## src/rtl/unidade_de_controle_multiciclo.sv

```systemverilog
// unidade_de_controle_multiciclo: multi-cycle FSM control unit of the Zeus core
// Ports: clk, rst_n (async active-low); Op_Code is captured in FETCH; alu_zero/alu_neg resolve
// branches in EXEC; entrada_valida releases the WAIT_IN stall.
// Outputs: datapath controls (RegDst, RegWrite, AluSrc, ALUOp, MemWrite, MemRead, MemToReg,
// PCSrc, pc_write, ir_write), I/O handshake (print, ler_da_entrada, confirma_entrada),
// Sinal_da_Conta ALU operation, sticky illegal_op, estado debug state.
// Optional: define ZEUS_WAIT_TIMEOUT_EN to bound WAIT_IN by TIMEOUT_CYCLES and add timeout_evt.
module unidade_de_controle_multiciclo #(
   parameter int OPCODE_W       = 6,
   parameter int ALU_CTRL_W     = 6,
   parameter int TIMEOUT_CYCLES = 1024
) (
   input  logic                  clk,
   input  logic                  rst_n,
   input  logic [OPCODE_W-1:0]   Op_Code,
   input  logic                  alu_zero,
   input  logic                  alu_neg,
   input  logic                  entrada_valida,
   output logic                  RegDst,
   output logic                  RegWrite,
   output logic                  AluSrc,
   output logic                  ALUOp,
   output logic                  MemWrite,
   output logic                  MemRead,
   output logic                  MemToReg,
   output logic                  PCSrc,
   output logic                  pc_write,
   output logic                  ir_write,
   output logic                  print,
   output logic                  ler_da_entrada,
   output logic                  confirma_entrada,
   output logic [ALU_CTRL_W-1:0] Sinal_da_Conta,
   output logic                  illegal_op,
`ifdef ZEUS_WAIT_TIMEOUT_EN
   output logic                  timeout_evt,
`endif
   output logic [2:0]            estado
);
   typedef enum logic [2:0] {FETCH = 3'd0, DECODE = 3'd1, EXEC = 3'd2, MEM = 3'd3, WB = 3'd4, WAIT_IN = 3'd5} state_t;
   localparam logic [OPCODE_W-1:0] OP_R    = OPCODE_W'(0);
   localparam logic [OPCODE_W-1:0] OP_ADDI = OPCODE_W'(1);
   localparam logic [OPCODE_W-1:0] OP_BEQ  = OPCODE_W'(2);
   localparam logic [OPCODE_W-1:0] OP_BLEZ = OPCODE_W'(3);
   localparam logic [OPCODE_W-1:0] OP_BNE  = OPCODE_W'(4);
   localparam logic [OPCODE_W-1:0] OP_BGTZ = OPCODE_W'(5);
   localparam logic [OPCODE_W-1:0] OP_LW   = OPCODE_W'(6);
   localparam logic [OPCODE_W-1:0] OP_SW   = OPCODE_W'(7);
   localparam logic [OPCODE_W-1:0] OP_J    = OPCODE_W'(8);
   localparam logic [OPCODE_W-1:0] OP_IN   = OPCODE_W'(11);
   localparam logic [OPCODE_W-1:0] OP_OUT  = OPCODE_W'(12);
   localparam logic [OPCODE_W-1:0] OP_WAIT = OPCODE_W'(13);
   state_t              state_q, state_d;
   logic [OPCODE_W-1:0] op_q;
   logic                illegal_q, is_branch, is_exec, taken, redirect, tmo;
   assign is_branch = op_q inside {OP_BEQ, OP_BLEZ, OP_BNE, OP_BGTZ};
   assign is_exec   = is_branch || (op_q inside {OP_R, OP_ADDI, OP_LW, OP_SW, OP_J, OP_OUT});
   assign taken     = (op_q == OP_BEQ  &&  alu_zero) ||
                      (op_q == OP_BNE  && !alu_zero) ||
                      (op_q == OP_BLEZ && (alu_zero || alu_neg)) ||
                      (op_q == OP_BGTZ && !alu_zero && !alu_neg);
   // PC redirect is the only flag-dependent (combinational) output path
   assign redirect  = state_q == EXEC && (op_q == OP_J || (is_branch && taken));
`ifdef ZEUS_WAIT_TIMEOUT_EN
   localparam int CNT_W = TIMEOUT_CYCLES > 1 ? $clog2(TIMEOUT_CYCLES) : 1;
   logic [CNT_W-1:0] cnt_q;
   // cnt_q is 0 on the first WAIT_IN cycle, so cycle N of the stall sees N-1
   assign tmo         = state_q == WAIT_IN && !entrada_valida && cnt_q == CNT_W'(TIMEOUT_CYCLES - 1);
   assign timeout_evt = tmo;
`else
   assign tmo = 1'b0;
`endif
   always_comb begin
      state_d = FETCH;
      case (state_q)
         FETCH:   state_d = DECODE;
         DECODE:  state_d = is_exec ? EXEC : op_q == OP_IN ? WB : op_q == OP_WAIT ? WAIT_IN : FETCH;
         EXEC:    state_d = op_q inside {OP_R, OP_ADDI} ? WB : op_q inside {OP_LW, OP_SW} ? MEM : FETCH;
         MEM:     state_d = op_q == OP_LW ? WB : FETCH;
         WAIT_IN: state_d = (entrada_valida || tmo) ? FETCH : WAIT_IN;
         default: state_d = FETCH;
      endcase
   end
   always_ff @(posedge clk or negedge rst_n) begin
      if (!rst_n) begin
         state_q   <= FETCH;
         op_q      <= '0;
         illegal_q <= 1'b0;
`ifdef ZEUS_WAIT_TIMEOUT_EN
         cnt_q     <= '0;
`endif
      end else begin
         state_q <= state_d;
         if (state_q == FETCH) op_q <= Op_Code;
         // DECODE falls straight back to FETCH only for undefined opcodes
         if (state_q == DECODE && state_d == FETCH) illegal_q <= 1'b1;
`ifdef ZEUS_WAIT_TIMEOUT_EN
         cnt_q <= (state_q == WAIT_IN && state_d == WAIT_IN) ? cnt_q + 1'b1 : '0;
`endif
      end
   end
   assign ir_write         = state_q == FETCH;
   assign pc_write         = ir_write || redirect;
   assign PCSrc            = redirect;
   assign ALUOp            = state_q == EXEC && op_q == OP_R;
   assign AluSrc           = state_q == EXEC && (op_q inside {OP_ADDI, OP_LW, OP_SW});
   assign Sinal_da_Conta   = (state_q == EXEC && is_branch) ? ALU_CTRL_W'(4) : '0;
   assign print            = state_q == EXEC && op_q == OP_OUT;
   assign MemWrite         = state_q == MEM && op_q == OP_SW;
   assign MemRead          = (state_q == MEM || state_q == WB) && op_q == OP_LW;
   assign RegWrite         = state_q == WB;
   assign RegDst           = RegWrite && op_q == OP_R;
   assign MemToReg         = RegWrite && op_q == OP_LW;
   assign confirma_entrada = RegWrite && op_q == OP_IN;
   assign ler_da_entrada   = state_q == WAIT_IN;
   assign illegal_op       = illegal_q;
   assign estado           = state_q;
endmodule

```

## config.mk

```make
export PLATFORM = sky130hd
export DESIGN_NAME = unidade_de_controle_multiciclo
export DESIGN_NICKNAME = d
export VERILOG_FILES = /design/src/rtl/unidade_de_controle_multiciclo.sv
export SDC_FILE = /design/constraint.sdc
export NUM_CORES = 1
export LEC_CHECK = 0
export CAP_MARGIN = 20
export CORE_UTILIZATION = 43
export CTS_CLUSTER_DIAMETER = 100
export DETAILED_ROUTE_END_ITERATION = 7
export PLACE_DENSITY_LB_ADDON = 0.25
export SYNTH_ARGS = -nofsm -noshare
export SYNTH_HDL_FRONTEND = slang
export SYNTH_SLANG_ARGS = --single-unit
```

## constraint.sdc

```tcl
create_clock -name clk -period 2.6 [get_ports clk]
set_clock_uncertainty 0.1 [all_clocks]
set_input_delay 0.52 -clock clk [delete_from_list [all_inputs] [get_ports clk]]
set_output_delay 0.52 -clock clk [all_outputs]
set_load 0.01 [all_outputs]
```

Word level (Yosys, flattened, before mapping) --
Index checks and enable logic that the tools add are counted. Widths: inputs -> output; s select.
Word-level totals: register bits after elaboration 10, input port bits 11, output and inout port bits 23, logic and storage cells 63
Operators by class: eq/ne operators 16, multiplexer cells 9, reductions and logical operators 35
Operators with widths (number):
- $eq 6x3->1 const B | 4
- $eq 6x4->1 const B | 4
- $mux 3 | 7
- $logic_and 1x1->1 | 17
- $pmux 3 s5 | 1
- $eq 6x2->1 const B | 2
- $logic_or 1x1->1 | 8
- $eq 3x2->1 const B | 2
- $eq 3x3->1 const B | 2
- $eq 6x1->1 const B | 1
- $logic_not 3->1 | 2
- $logic_not 6->1 | 1
- $reduce_bool 6->1 | 1
- $reduce_bool 2->1 | 2
- $reduce_bool 4->1 | 1
- $eq 3x1->1 const B | 1
- $reduce_bool 3->1 | 1
- $logic_not 1->1 | 2
- $mux 2 | 1

Longest topological paths before layout --
depth in word-level cells 9, gate-level depth with buffers 5, mapped depth without buffers 4

Least setup slack after synthesis --
Ideal clock, no wire load.
path kind register to output, start point register state_q[1], in the netlist estado[1], end point output RegDst, arrival time 1.314 ns, data required time 1.980 ns, setup slack 0.666 ns, cell stages (with the launch flop) 5, buffers on the path 1, cells stage by stage dfrtp_1 buf_2 nor3b_2 nand2_1 nor3_1
On the way: cells in the longest elaborated chain, start to end 2
Ends and longest elaborated chain:
- start: declaration | line 52 | state_t state_q, state_d;
- start signal: assignment | line 92 | state_q <= state_d;
- $eq 3x3->1 | line 110 | assign RegWrite = state_q == WB;
- named net RegWrite | line 20 | output logic RegWrite,
- $logic_and 1x1->1 | line 111 | assign RegDst = RegWrite && op_q == OP_R;
- end: declaration | line 19 | output logic RegDst,
The timed path passes the listed nets, and every way through them passes these cells.

Final worst setup path --
start point input alu_neg, end point output pc_write
On the way: cells in the longest elaborated chain, start to end 8, elaborated cells on any way between the ends 10, those cells by class reduce/logical: 10
Ends and longest elaborated chain:
- start: declaration | line 17 | input logic alu_neg,
- $logic_or 1x1->1 | line 59 | (op_q == OP_BLEZ && (alu_zero || alu_neg)) ||
- $logic_and 1x1->1 | line 59
- $logic_or 1x1->1 | line 58 | (op_q == OP_BNE && !alu_zero) ||
- $logic_or 1x1->1 (*) | line 59
- $logic_and 1x1->1 (*) | line 62 | assign redirect = state_q == EXEC && (op_q == OP_J || (is_branch && taken));
- $logic_or 1x1->1 (*) | line 62
- $logic_and 1x1->1 (*) | line 62
- $logic_or 1x1->1 (*) | line 102 | assign pc_write = ir_write || redirect;
- end: declaration | line 27 | output logic pc_write,
Mark *: on every way between the ends. The rest lies on a longest branch, timed or not.

==> impl_metrics.csv <==
group,metric,value,unit
finish,fin_nets,125,
drt,drt_first_pass_iters,4,
finish,nFillCells,154,
synth,synth_mux_area_share,9.75,%
global_routing,grt_max_degree,12,
synth,synth_simple_gate_area_share,35.1,%
setup_path,critPathMaxStageDelay,0.48,ns
setup_path,critPathArrivalTime,1.86,ns
setup_path,worstPathBufferInverterCount,2,
drt,wl,1800,um
setup_path,critPathMaxFanout,2,
drt,post-route-drc-count,0,
floorplanning,core_area,1730,um2
clocking,cts_tree,"built",
timing,holdWs,0.386,ns
setup_path,critPathRequiredTime,1.98,ns
synth,synthArstFlopShare,100,%
clocking,cts_buffer_depth,2,
clocking,ctsHtreeMaxLevel,1,
timing,setup_violations,0,
run,drv_cap,0,
clocking,clk_latency,0.27,ns
global_routing,grt_pass1_wl,2900,um
placed_design,port_buffers,28,
placed_design,gp_congestion,0.777,
synth,yosys.area.top_type,"dfrtp_1",
clocking,cts_made_buffers,3,
hold_path,min_path_type,"reg -> reg",
setup_path,cp-start-kind,"primary input",
drt,dr.first_iter.drc_count,9,
drt,vias,705,
global_routing,antenna_found_initial,0,
synth,seq_area_frac_synth,31.4,%
floorplanning,fp-row-count,15,
drt,drt.antenna.violating_nets,0,
synth,synth_compound_area_share,11.8,%
synth,synthCells,83,
timing,slew_violations,0,
finish,stdcell_count,137,
finish,multi_input_area,485,um2
clocking,clkTransAtPathRegs,0.06,ns
setup_path,cp-end-kind,"primary output",
floorplanning,initial_core_util,46.1,%
finish,areaGrowthSynthToFinish,40.4,%
setup_path,critPathTopFamily,"buffers and inverters",
placed_design,dp_cells,133,
setup_path,crit_chain,"clkdlybuf4s50_1 > a21oi_2 > mux2i_1 > o211a_1 > or2_1 > dlygate4sd2_1",
synth,synth_area,796,um2
timing,fmax,403,MHz
global_routing,grt_pass1_vias,628,
synth,synth_top_family_by_area,"simple AND/OR/NAND/NOR gates",
synth,netlist_top_cells_area,"dfrtp_1 31%, mux2_2 7.1%, buf_4 6.6%",
timing,finalWorstSetupSlack,0.121,ns
synth,ys_seq_elements,10,
placed_design,dp_slack,-0.0791,ns
drt,post_drt_via_cell_ratio,5.15,
synth,yosys_warnings,0,
finish,drive_gt1_share,24.1,%
floorplanning,fp.dieW,45.0,um
floorplanning,io_pins,34,
setup_path,crit_slowest_cell,"clkdlybuf4s50_1",
timing,hold_violations,0,
power,ir_drop,0.000590,V
timing,period_needed,2.48,ns
finish,seqCellArea,254,um2
global_routing,grt.overflow.total,0,
power,p_leak,0.497,nW
timing,rsz0062_at_grt,"no",
synth,synth.top_cell.area_share,31.4,%
synth,synth_ff_type,"dfrtp_1",
finish,final_util,64.7,%
clocking,cts-root-buf,"clkbuf_4",
synth,synth_xor_area_share,0,%
finish,antenna_cells,0,
global_routing,globalRouteTotalUtil,20.3,%
status,outcome,"finished, final reports clean",
clocking,cts_sinks,10,
power,total_power,1.05,mW
timing,min_period_over_period,95.3,%
synth,avgSynthCellArea,9.59,um2
power,powerDensity,941,nW/um2
synth,yosysUniqueCellTypes,39,
clocking,postCtsHoldBufs,0,
synth,yosysMostFrequentCell,"dfrtp_1",
floorplanning,die_area,2030,um2
floorplanning,die_h,45.0,um
synth,synth_commonest_cells,"10 x dfrtp_1, 7 x buf_4, 7 x nand2_1",
setup_path,crit_type,"in -> out",
placed_design,dp_hpwl,1400,um
drt,avgRoutedWirePerCell,13.1,um
synth,synth_adder_area_share,0,%
synth,synth_edf_count,0,
## layout make-up
| class | count | share of cell area (%) |
|---|---|---|
| clock buffers | 3 | 2.02 |
| inverters | 1 | 0.336 |
| multi-input cells | 65 | 43.4 |
| flip-flops and latches | 10 | 22.7 |
| well taps | 25 | 2.80 |
| repair buffers | 33 | 28.7 |
## cell usage in the layout, fill, tap and decap left out, types with 2 or more instances in the layout
master	count
nor2_1	5
dlygate4sd2_1	2
nor3b_1	2
clkbuf_4	3
dfrtp_2	3
and4_1	2
a21oi_2	2
dlymetal6s2s_1	3
clkdlybuf4s50_1	23
nor3_1	4
dfrtp_1	7
a21oi_1	4
or2_1	2
nand2_1	7
mux2_2	5
conb_1	5
buf_4	4
nand2b_1	2
or2b_1	2
## worst paths after layout
check                                  end       start  cells after the start  slack (ns)
worst max-delay path              pc_write     alu_neg                      6        0.12
worst min-delay path            illegal_op  illegal_op                      1        0.39
worst max register to register  illegal_op     op_q[3]                      4        1.03
worst min register to register  illegal_op  illegal_op                      1        0.39
max in group asynchronous        estado[0]       rst_n                      1        1.60
min in group asynchronous          op_q[4]       rst_n                      1        0.47
## worst reg2reg max path, cell delays in order, from the launching register on
cell	delay, ns
dfrtp_1	0.53
nand2_1	0.18
nor4_2	0.30
a21oi_1	0.12
a31o_1	0.22
## flip-flops by register name, indices dropped and copies added, names as in the netlist
| register | cells |
|---|---|
| estado | 3 |
| illegal_op | 1 |
| op_q | 6 |
## stage by stage
| step | setup TNS (ns) | instance area (um2) |
|---|---|---|
| after floorplan | 0 | 811 |
| after global placement | -0.0621 | 1060 |
| after detailed placement | -0.0791 | 1060 |
| after CTS | 0 | 1090 |
| after global routing | 0 | 1120 |
| final | 0 | 1120 |
## repair_timing
item                       CTS  global route
gates resized for setup      4             8
buffers inserted             0             1
setup endpoints to repair    5             8
## layer usage
| metal | vias to the layer above | share of wire, % | wire (um) | GRT usage, % |
|---|---|---|---|---|
| met4 | 0 | 0.67 | 12 | 6.06 |
| li1 | 349 | - | - | - |
| met1 | 332 | 44 | 782 | 24.4 |
| met3 | 2 | 5.1 | 92 | 8.40 |
| met5 | - | 0 | 0 | 0 |
| met2 | 22 | 51 | 910 | 33.0 |
## report_power, final
part	internal [mW]	switching (mW)
registers	0.224	0.137
logic	0.316	0.267
clock network	0.0536	0.0536
## cells by family after synthesis
group | after synthesis
and+or+nand+nor | 40
AOI/OAI and AO/OA | 13
buffers and inverters | 12
DFF | 10
muxes | 7
other | 1
Power figures use the tool's default switching activity.
